`src/rtl/vga_timing_gen.sv`:
```
// -----------------------------------------------------------------------------
// vga_timing_gen
//   Pixel-scan timing source for color_mapper and the VGA DAC. Divides the
//   system clock down to the pixel rate, walks the raster position (DrawX,
//   DrawY) across the full line/frame including porches and sync, and decodes
//   sync and active-video flags straight from the raster counters so they
//   line up with DrawX/DrawY in the same cycle.
//
// Ports
//   Clk          in   system clock, all state on the rising edge
//   Reset_n      in   asynchronous active-low reset
//   VGA_Clk      out  pixel clock (low for the first half of each divide period)
//   pix_en       out  one-Clk strobe on the last Clk of each pixel
//   DrawX        out  horizontal count, 0..H_TOTAL-1
//   DrawY        out  vertical count, 0..V_TOTAL-1
//   hs           out  horizontal sync, active low
//   vs           out  vertical sync, active low
//   blank        out  1 = active display region, 0 = blanking
//   sync         out  composite sync to the DAC, tied low
//   frame_clk    out  copy of vs; game logic steps on its rising edge
//   frame_start  out  one-Clk pulse on the edge where the raster wraps to (0,0)
// -----------------------------------------------------------------------------
module vga_timing_gen #(
  parameter int CLK_DIV   = 2,
  parameter int H_VISIBLE = 640,
  parameter int H_FRONT   = 16,
  parameter int H_SYNC    = 96,
  parameter int H_BACK    = 48,
  parameter int V_VISIBLE = 480,
  parameter int V_FRONT   = 10,
  parameter int V_SYNC    = 2,
  parameter int V_BACK    = 33
) (
  input  logic       Clk,
  input  logic       Reset_n,
  output logic       VGA_Clk,
  output logic       pix_en,
  output logic [9:0] DrawX,
  output logic [9:0] DrawY,
  output logic       hs,
  output logic       vs,
  output logic       blank,
  output logic       sync,
  output logic       frame_clk,
  output logic       frame_start
);

  localparam int H_TOTAL = H_VISIBLE + H_FRONT + H_SYNC + H_BACK;
  localparam int V_TOTAL = V_VISIBLE + V_FRONT + V_SYNC + V_BACK;
  localparam int DW      = (CLK_DIV > 2) ? $clog2(CLK_DIV) : 1;

  localparam logic [DW-1:0] DIV_LAST = DW'(CLK_DIV - 1);
  localparam logic [DW-1:0] DIV_HALF = DW'(CLK_DIV / 2);

  // All decode thresholds are pre-sized to the 10-bit counters; every bound
  // is at most H_TOTAL / V_TOTAL, so nothing wraps inside 10 bits.
  localparam logic [9:0] H_LAST   = 10'(H_TOTAL - 1);
  localparam logic [9:0] V_LAST   = 10'(V_TOTAL - 1);
  localparam logic [9:0] H_VIS    = 10'(H_VISIBLE);
  localparam logic [9:0] V_VIS    = 10'(V_VISIBLE);
  localparam logic [9:0] HS_START = 10'(H_VISIBLE + H_FRONT);
  localparam logic [9:0] HS_END   = 10'(H_VISIBLE + H_FRONT + H_SYNC);
  localparam logic [9:0] VS_START = 10'(V_VISIBLE + V_FRONT);
  localparam logic [9:0] VS_END   = 10'(V_VISIBLE + V_FRONT + V_SYNC);

  logic [DW-1:0] div_cnt;
  logic [9:0]    hc;
  logic [9:0]    vc;
  // run keeps blank low until the first edge after reset release, so the
  // DAC never sees active video while the generator is still held.
  logic          run;
  logic          h_last;
  logic          v_last;

  assign pix_en = (div_cnt == DIV_LAST);
  assign h_last = (hc == H_LAST);
  assign v_last = (vc == V_LAST);

  // NOTE: every register below is written with non-blocking assignments so
  // that all of them update from the same pre-edge values; a blocking write
  // to hc would let the vc/frame_start logic see the already-wrapped count.
  // NOTE: the reset branch clears every state bit, which is what makes a
  // mid-frame reset restart the scan at (0,0) with no pending frame_start.
  always_ff @(posedge Clk or negedge Reset_n) begin
    if (!Reset_n) begin
      div_cnt     <= '0;
      hc          <= '0;
      vc          <= '0;
      run         <= 1'b0;
      frame_start <= 1'b0;
    end else begin
      run         <= 1'b1;
      div_cnt     <= pix_en ? '0 : div_cnt + DW'(1);
      frame_start <= pix_en && h_last && v_last;
      if (pix_en) begin
        if (h_last) begin
          hc <= '0;
          vc <= v_last ? '0 : vc + 10'd1;
        end else begin
          hc <= hc + 10'd1;
        end
      end
    end
  end

  // Decode is purely combinational from the counters: zero skew to DrawX/Y.
  assign VGA_Clk   = (div_cnt >= DIV_HALF);
  assign DrawX     = hc;
  assign DrawY     = vc;
  assign hs        = !((hc >= HS_START) && (hc < HS_END));
  assign vs        = !((vc >= VS_START) && (vc < VS_END));
  assign blank     = run && (hc < H_VIS) && (vc < V_VIS);
  assign sync      = 1'b0;
  assign frame_clk = vs;

endmodule

```
`config.mk`:
```
export PLATFORM = sky130hd
export DESIGN_NAME = vga_timing_gen
export DESIGN_NICKNAME = d
export VERILOG_FILES = /design/src/rtl/vga_timing_gen.sv
export SDC_FILE = /design/constraint.sdc
export NUM_CORES = 1
export LEC_CHECK = 0
export ABC_CLOCK_PERIOD_IN_PS = 2050
export CORE_MARGIN = 2
export CORE_UTILIZATION = 25
export CTS_BUF_LIST = sky130_fd_sc_hd__clkbuf_8
export DETAILED_ROUTE_END_ITERATION = 10
export DONT_BUFFER_PORTS = 1
export HOLD_SLACK_MARGIN = 0.03
export PLACE_DENSITY = 0.34
export SLEW_MARGIN = 20
export SYNTH_ARGS = -nofsm -noshare
export SYNTH_HDL_FRONTEND = slang
export SYNTH_SLANG_ARGS = --single-unit
```
`constraint.sdc`:
```
create_clock -name Clk -period 2.05 [get_ports Clk]
set_input_delay 0.1025 -clock Clk [delete_from_list [all_inputs] [get_ports Clk]]
set_output_delay 0.1025 -clock Clk [all_outputs]
set_load 0.005 [all_outputs]
```
# Word level (Yosys, flattened, before mapping)
# Index checks and enable logic that the tools add are counted.
# classes
n_addsub,3
magnitude_cmp,7
eq_ne,2
mux,3
n_reduce_logical,9
# op_table
cell,n
$add 10x1->10 const B,2
$eq 10x10->1 const B,2
$lt 10x10->1 const B,2
$lt 10x9->1 const B,2
$mux 10,2
$ge 10x10->1 const B,1
$ge 10x9->1 const B,1
$logic_and 1x1->1,6
$logic_not 1->1,2
$reduce_and 2->1,1
$add 1x1->1 const B,1
$ge 1x1->1 const B,1
$mux 1,1
# totals
regBits,23
output_inout_bits,28

# Depth between registers and ports, before layout
# Gate-level depths: netlist of run 1.
# depth
word_depth,3
depth_mapped,6
ltp_nobuf,6

# Worst setup path after synthesis of run 1
# OpenSTA, ideal clock, no wires.
# synth_path
path_type,flip-flop to flip-flop
start,reg hc[5] (netlist: DrawX[5])
end,reg vc[4] (netlist: DrawY[4])
setup_time_ns,0.066
t_arrival_ns,1.599
setup_slack_ns,0.385
stages_incl_launch_ff,6
n_path_buf,1
synth_period_minus_slack_ns,1.665
path_cell_list,dfrtp_1 -> nor4b_4 -> nand4_1 -> buf_2 -> or4_1 -> nand2_1
# synth_via
elab_chain_len,2
# synth_lines
element,line_no,rtl
start: declaration,67,logic [9:0] hc;
start signal: assignment,100,hc <= hc + 10'd1;
$eq 10x10->1,76,assign h_last = (hc == H_LAST);
$reduce_and 2->1 (no source line),-,
end signal: assignment,98,vc <= v_last ? '0 : vc + 10'd1;
end: declaration,68,logic [9:0] vc;
# Every way passes these cells.
# A chain may end at the register's enable or synchronous reset.

# Worst setup path after layout of run 1
# layout_path
start,reg vc[0] (netlist: DrawY[0])
end,out vs
# layout_via
elab_chain_len,3
# layout_lines
element,line_no,rtl
$ge 10x9->1 / $lt 10x9->1 (equally long branches),111,assign vs = !((vc >= VS_START) && (vc < VS_END));
$logic_and 1x1->1 (*),111,
$logic_not 1->1 (*),111,
end: declaration,41,"output logic vs,"
# Mark *: on every way between the ends. The rest lies on a longest branch, timed or not.

==> results of run 1 <==
what timing repair did:
item | in CTS | in global routing
setup endpoints to repair | 0 | 0
hold endpoints to repair | 23 | 0
buffers inserted | 0 | 0
hold buffers | 2 | 0
per-layer routing:
layer  vias up  global-route usage  part of all wire
li1        459                   -                 -
met1       450               0.149              0.46
met2        25               0.165              0.46
met3         2              0.0420             0.066
met4         0              0.0238            0.0076
met5         -                   0                 0
through the flow:
stage / utilization / area [um^2] / hold WS [ps] / power (uW)
3_5_place_dp: 0.281 / 1340 / -192 / 465
6_report: 0.297 / 1410 / 258 / 758
2_1_floorplan: - / 1240 / -193 / 466
3_3_place_gp: 0.281 / 1340 / -192 / 465
5_1_grt: 0.297 / 1410 / 267 / 792
4_1_cts: 0.297 / 1410 / 243 / 781
cells in the final DEF (no fill, tap or decap):
cell,n
and4_2,2
xnor2_1,3
clkbuf_8,3
ha_1,5
o211ai_1,2
and3_1,3
or4_1,4
nor4b_4,1
dlygate4sd3_1,1
nand4_1,4
nor2b_1,1
o2bb2ai_1,1
nor3_1,6
or2_2,1
or3_1,2
a21oi_1,1
xor2_1,6
and2_1,1
buf_12,1
clkinv_2,1
a22o_1,2
dfrtp_1,23
o22ai_1,1
nor4bb_1,1
nand3_1,9
o31ai_1,1
a21boi_0,1
nor2_1,6
buf_4,6
o41ai_1,1
conb_1,2
nand2_1,10
o21ai_0,8
and4b_1,1
nand2b_1,2
and3_2,1
mux2i_1,1
and4_1,1
inv_1,6
cells in the mapped netlist (2+ instances only):
| master | count | area [um^2] |
|---|---|---|
| and3_1 | 3 | 18.8 |
| ha_1 | 5 | 62.6 |
| inv_1 | 6 | 22.5 |
| nand2_1 | 10 | 37.5 |
| conb_1 | 2 | 7.51 |
| xor2_1 | 6 | 52.6 |
| and4_2 | 2 | 20.0 |
| or3_1 | 2 | 12.5 |
| buf_4 | 3 | 22.5 |
| o211ai_1 | 2 | 15.0 |
| dfrtp_1 | 23 | 576 |
| nand2b_1 | 2 | 12.5 |
| xnor2_1 | 3 | 26.3 |
| a22o_1 | 2 | 17.5 |
| buf_2 | 3 | 15.0 |
| nor2_1 | 6 | 22.5 |
| nand4_1 | 4 | 25.0 |
| o21ai_0 | 8 | 40.0 |
| nor3_1 | 6 | 30.0 |
| or4_1 | 4 | 30.0 |
| nand3_1 | 9 | 45.0 |
worst min-delay path by stage:
stage | from | endpoint | slack [ps] | depth (start not counted)
2_1_floorplan | Reset_n | DrawX[0] | -190 | 0
3_3_place_gp | Reset_n | DrawY[6] | -190 | 0
3_5_place_dp | Reset_n | DrawY[6] | -190 | 0
4_1_cts | Reset_n | DrawY[6] | 240 | 2
5_1_grt | Reset_n | DrawY[4] | 270 | 2
6_report | Reset_n | DrawY[4] | 260 | 2
logic make-up (layout without fill, tap and decap cells):
kind of cell               after synthesis  after routing  synth area share
AOI/OAI and AO/OA                       18             18            0.0936
xor gates and xnor gates                 9              9            0.0634
adders and majority gates                5              5            0.0503
buffers and inverters                   12             18            0.0483
DFF                                     23             23             0.463
muxes                                    1              1           0.00805
other                                    2              2           0.00604
and+or+nand+nor                         56             56             0.268
power breakdown:
| group | internal [uW] | leakage, uW | total, uW | switching [uW] |
|---|---|---|---|---|
| Sequential | 454 | 0.000305 | 454 | 0.206 |
| Clock | 136 | 0.0000255 | 287 | 151 |
| Combinational | 5.69 | 0.000286 | 16.5 | 10.8 |
| Total | 596 | 0.000616 | 758 | 162 |
critical path, stage by stage (launching register included):
cell	delay (ps)
dfrtp_1	460
inv_1	110
ha_1	150
nor2_1	40
or3_1	320
or4_1	500
flip-flops by register name (all words and copies together) (netlist names):
register     flops
frame_start      1
DrawX           10
DrawY           10
pix_en           1
run              1
cell type report:
type                       instances  share of cell area
timing repair buffer               8              0.0532
multi-input combinational         91               0.431
clock buffer                       3              0.0293
sequential                        23               0.408
clock inverter                     1             0.00355
inverter                           6              0.0160
tap                               67              0.0594
==> reports/summary.txt, run 1 <==
Status: complete, no violations
# IOs: 30
Global-route wire length before repair: 4.57 mm
R2R Path Start: DrawY[0]
Seq/Total Area, Yosys: 0.463
FF-to-FF path depth: 6
Max-Cap Viols: 0
Fin crit share: 0.947
FF-to-FF setup slack: 210 ps
Total Nets Final: 140
Pwr dens: 537 nW/um^2
Top FF cell, synth: dfrtp_1
Wire per inst: 14.6 um
Register area: 576 um^2
Syn_nets: 133
Avg Cell Area, Syn: 9.87 um^2
CP endpoint kind: output port
Crit. Startpoint: DrawY[0]
Die Area: 5550 um^2
Min-Delay Path Class: primary input to asynchronous set/reset pin
Worst setup path endpoint: vs
Ys Warns: 0
RR Endpoint: DrawY[9]
Setup TNS: 0 ps
Worst ir drop on vdd: 0.000321 V
Maximum clock insertion buffer count: 2
Via count: 936
CP Launch Type: flop
Vias in the first global route: 857
Critical path arrival: 1840 ps
Largest net degree at the start of global routing: 24
Area Overhead vs Synth: 13.5%
Worst Path Max Fanout: 7
Critical Setup Path Class: flop to output port
Area of the multi-input gates: 608 um^2
Initial antenna violation count: 0
RePlAce Congestion: 0.813
Lkg Pwr: 0.000616 uW
ANT nets after route: 0
Fin Clk Skew: 3.31 ps
Fin cells: 199
Core ar.: 4750 um^2
Async set-reset flop share out of synthesis: 1.00
Worst slack, placed: 204 ps
DR pass1 iterations: 4
Drt total wl: 2.90 mm
Tmin final: 1940 ps
Root Driver: clkbuf_8
FF+latch count, synth: 23
Clock sink count: 23
Post-detail-place hpwl: 2.14 mm
Fillers: 519
Worst-path clk slew: 90 ps
Total GRT Usage: 0.109
# setup viols final: 0
Layout cells sized above 1: 0.121
Post-synth EDFFs: 0
RSZ-0062 raised after global routing: no
Initial cell density of the core: 0.262
Number of remaining DRC errors: 0
Yosys cell types: 36
Gr ovfl total: 0
Inserted Clock Buffers: 3
Port bufs: 0
WP data required: 1950 ps
Iteration-0 DRC Markers: 33
Die boundary height: 74.5 um
H-tree depth: 1
Final Hold Fails: 0
Clk_lat worst skew: 260 ps
Vias per inst: 4.70
Die X: 74.5 um
Placed Cells: 193
Slew Viols, Final: 0
CTS tree: done
Cell Rows: 25
Cell area after synthesis: 1240 um^2
Final worst setup slack: 109 ps
F_max: 515 MHz
ANT cells: 0
Gate Count Post-Synth: 126
Post-CTS resize count: 0
Power figures use the tool's default switching activity.
==> inputs of run 2 (changes only) <==
- ABC_AREA: not set -> 1
- CORE_MARGIN: 2 -> not set
==> reports/summary.txt, run 2 <==
# Post-CTS Setup Buffers: 0 (unchanged)
Vias in the first global route: 1132 (+32%)
ANT cells: 0 (unchanged)
Largest net degree at the start of global routing: 24 (unchanged)
Critical Setup Path Class: flop to flop
FF+latch count, synth: 23 (unchanged)
Worst slack, placed: 405 ps (+200 ps)
Fillers: 568 (+9.4%)
Port bufs: 0 (unchanged)
RSZ-0062 raised after global routing: no
Cell Rows: 26 (+4.0%)
Area of the multi-input gates: 667 um^2 (+9.7%)
Maximum clock insertion buffer count: 2 (unchanged)
Iteration-0 DRC Markers: 50 (+52%)
Top post-synthesis cells by count: nand2_1 (36), dfrtp_1 (23), inv_1 (21)
Cell area after synthesis: 1390 um^2 (+12%)
Most frequent cells in the layout: nand2_1 (36), dfrtp_1 (23), inv_1 (22)
Syn_nets: 187 (+41%)
Core ar.: 5240 um^2 (+10%)
Ys Warns: 0 (unchanged)
CP endpoint kind: flop
CP Launch Type: flop
Final Util: 0.290 (-0.00707)
Fin Clk Skew: 1.94 ps (-1.37 ps)
Post-synth EDFFs: 0 (unchanged)
Register area: 576 um^2 (unchanged)
Top FF cell, synth: dfrtp_1
Synth Area in Compound Gates: 0.0595 (-0.0341)
WP data required: 2210 ps (+260 ps)
Hold Slack: 262 ps (+4.27 ps)
FF-to-FF setup slack: 380 ps (+170 ps)
Pwr dens: 500 nW/um^2 (-6.8%)
Worst Path Max Fanout: 11 (+4)
Clk_lat worst skew: 260 ps (about the same)
Layout cells sized above 1: 0.104 (-0.0168)
Synth Area in Simple Gates: 0.332 (+0.0648)
Total Nets Final: 190 (+36%)
# IOs: 30 (unchanged)
CTS tree: done
Wire per inst: 13.6 um (-6.5%)
Area Overhead vs Synth: 9.28%
RR Endpoint: DrawY[2]
Inserted Clock Buffers: 3 (unchanged)
Top cell type's share of synthesized area: 0.414 (-0.0484)
Via count: 1163 (+24%)
Die Area: 5860 um^2 (+5.5%)
Crit. Startpoint: DrawX[1]
Worst ir drop on vdd: 0.000172 V (-46%)
Initial cell density of the core: 0.265 (+0.00359)
Largest family of logic cells by synthesized area: simple AND/OR/NAND/NOR gates
Fin crit share: 0.814 (-0.132)
Final Hold Fails: 0 (unchanged)
Global-route wire length before repair: 5.68 mm (+24%)
Final Power: 759 uW (+0.17%)
Die X: 76.5 um (+2.7%)
Slew Viols, Final: 0 (unchanged)
Seq/Total Area, Yosys: 0.414 (-0.0484)
Vias per inst: 4.62 (-1.9%)
Final worst setup slack: 380 ps (+272 ps)
Synth Area in XOR/XNOR: 0.0378 (-0.0255)
Drt total wl: 3.44 mm (+18%)
FF-to-FF path depth: 8 (+2)
Tmin final: 1670 ps (-272 ps)
RePlAce Congestion: 0.765 (-5.9%)
F_max: 599 MHz (+16%)
Number of remaining DRC errors: 0 (unchanged)
DR pass1 iterations: 4 (unchanged)
Worst-path clk slew: 90 ps (about the same)
Top post-synthesis cells by area: dfrtp_1 (41%), nand2_1 (9.7%), nand3_1 (6.8%)
Lkg Pwr: 0.000691 uW (+12%)
Status: complete, no violations
Gate Count Post-Synth: 180 (+43%)
H-tree depth: 1 (unchanged)
Min-Delay Path Class: primary input to asynchronous set/reset pin
Top-count cell post-synth: nand2_1
Die boundary height: 76.5 um (+2.7%)
Root Driver: clkbuf_8
Post-detail-place hpwl: 2.59 mm (+21%)
Critical path arrival: 1830 ps (about the same)
Max-Cap Viols: 0 (unchanged)
Avg Cell Area, Syn: 7.72 um^2 (-22%)
Post-synthesis mux area share: 0 (-0.00805)
ANT nets after route: 0 (unchanged)
Clock sink count: 23 (unchanged)
Setup TNS: 0 ps (unchanged)
Gr ovfl total: 0 (unchanged)
Most common cell after layout, fill and taps aside: nand2_1
Fraction of the mapped netlist area in adder cells: 0.0450 (-0.00526)
Async set-reset flop share out of synthesis: 1.00 (unchanged)
# setup viols final: 0 (unchanged)
Total GRT Usage: 0.122 (+0.0130)
Initial antenna violation count: 0 (unchanged)
Area leader, netlist: dfrtp_1
R2R Path Start: DrawX[1]
Yosys cell types: 28 (-22%)
[run 2: changes by cell type in the layout (fill, tap and decap cells not counted), moves of 6 or more]
cell / previous run / this run
nand2_1: 10 / 36
nand3_1: 9 / 19
inv_1: 6 / 22
inv_2: 0 / 7
o21ai_0: 8 / 2
o21ai_1: 0 / 9
nor2_1: 6 / 20
[run 2: cell type report]
type | instances | share of cell area
well taps | 70 | 0.0577
multi-input cells | 124 | 0.439
clock buffers | 3 | 0.0272
inverters | 28 | 0.0692
repair buffers | 3 | 0.0247
clock inverters | 1 | 0.00247
flip-flops and latches | 23 | 0.379
[run 2: worst max-delay path, cell delays in order, from the launching register on]
cell	delay, ps
dfrtp_1	460
ha_1	230
inv_1	90
nor2_4	140
nand4_4	120
nor2_4	260
inv_2	140
nand2_1	80
o21ai_1	60
[run 2: cell families after synthesis]
logic type                 Yosys count
and+or+nand+nor                     96
buffers and inverters               33
DFF                                 23
AOI/OAI and AO/OA                   15
xor gates and xnor gates             6
adders and majority gates            5
other                                2
[run 2: repair_timing]
action                    CTS  global route
resized for setup           0             0
hold endpoints to repair   23             0
hold buffers                2             0
[run 2: routing by layer]
layer	vias up	part of all wire	track usage	wire, um
li1	572	-	-	-
met4	0	0.0044	0.0346	15
met1	554	0.45	0.151	1550
met5	-	0	0	0
met2	35	0.47	0.203	1620
met3	2	0.072	0.0395	246
[run 2: through the flow]
step	instance area, um^2	instances
after global routing	1520	252
after floorplan	1390	180
after detailed placement	1440	246
final	1520	252
after global placement	1440	246
after CTS	1520	252
[run 2: worst max-delay path by stage]
stage | to | slack (ps) | depth (start not counted)
after detailed placement | DrawY[2] | 400 | 8
final | DrawY[2] | 380 | 8
after global routing | DrawY[2] | 210 | 8
after floorplan | DrawY[3] | 720 | 8
after global placement | DrawY[5] | 440 | 8
after CTS | DrawY[2] | 380 | 8
[run 2: report_power, final]
part	internal [uW]	switching [uW]	total, uW
clock	134	154	287
combinational	5.85	11.4	17.3
sequential	454	0.208	454
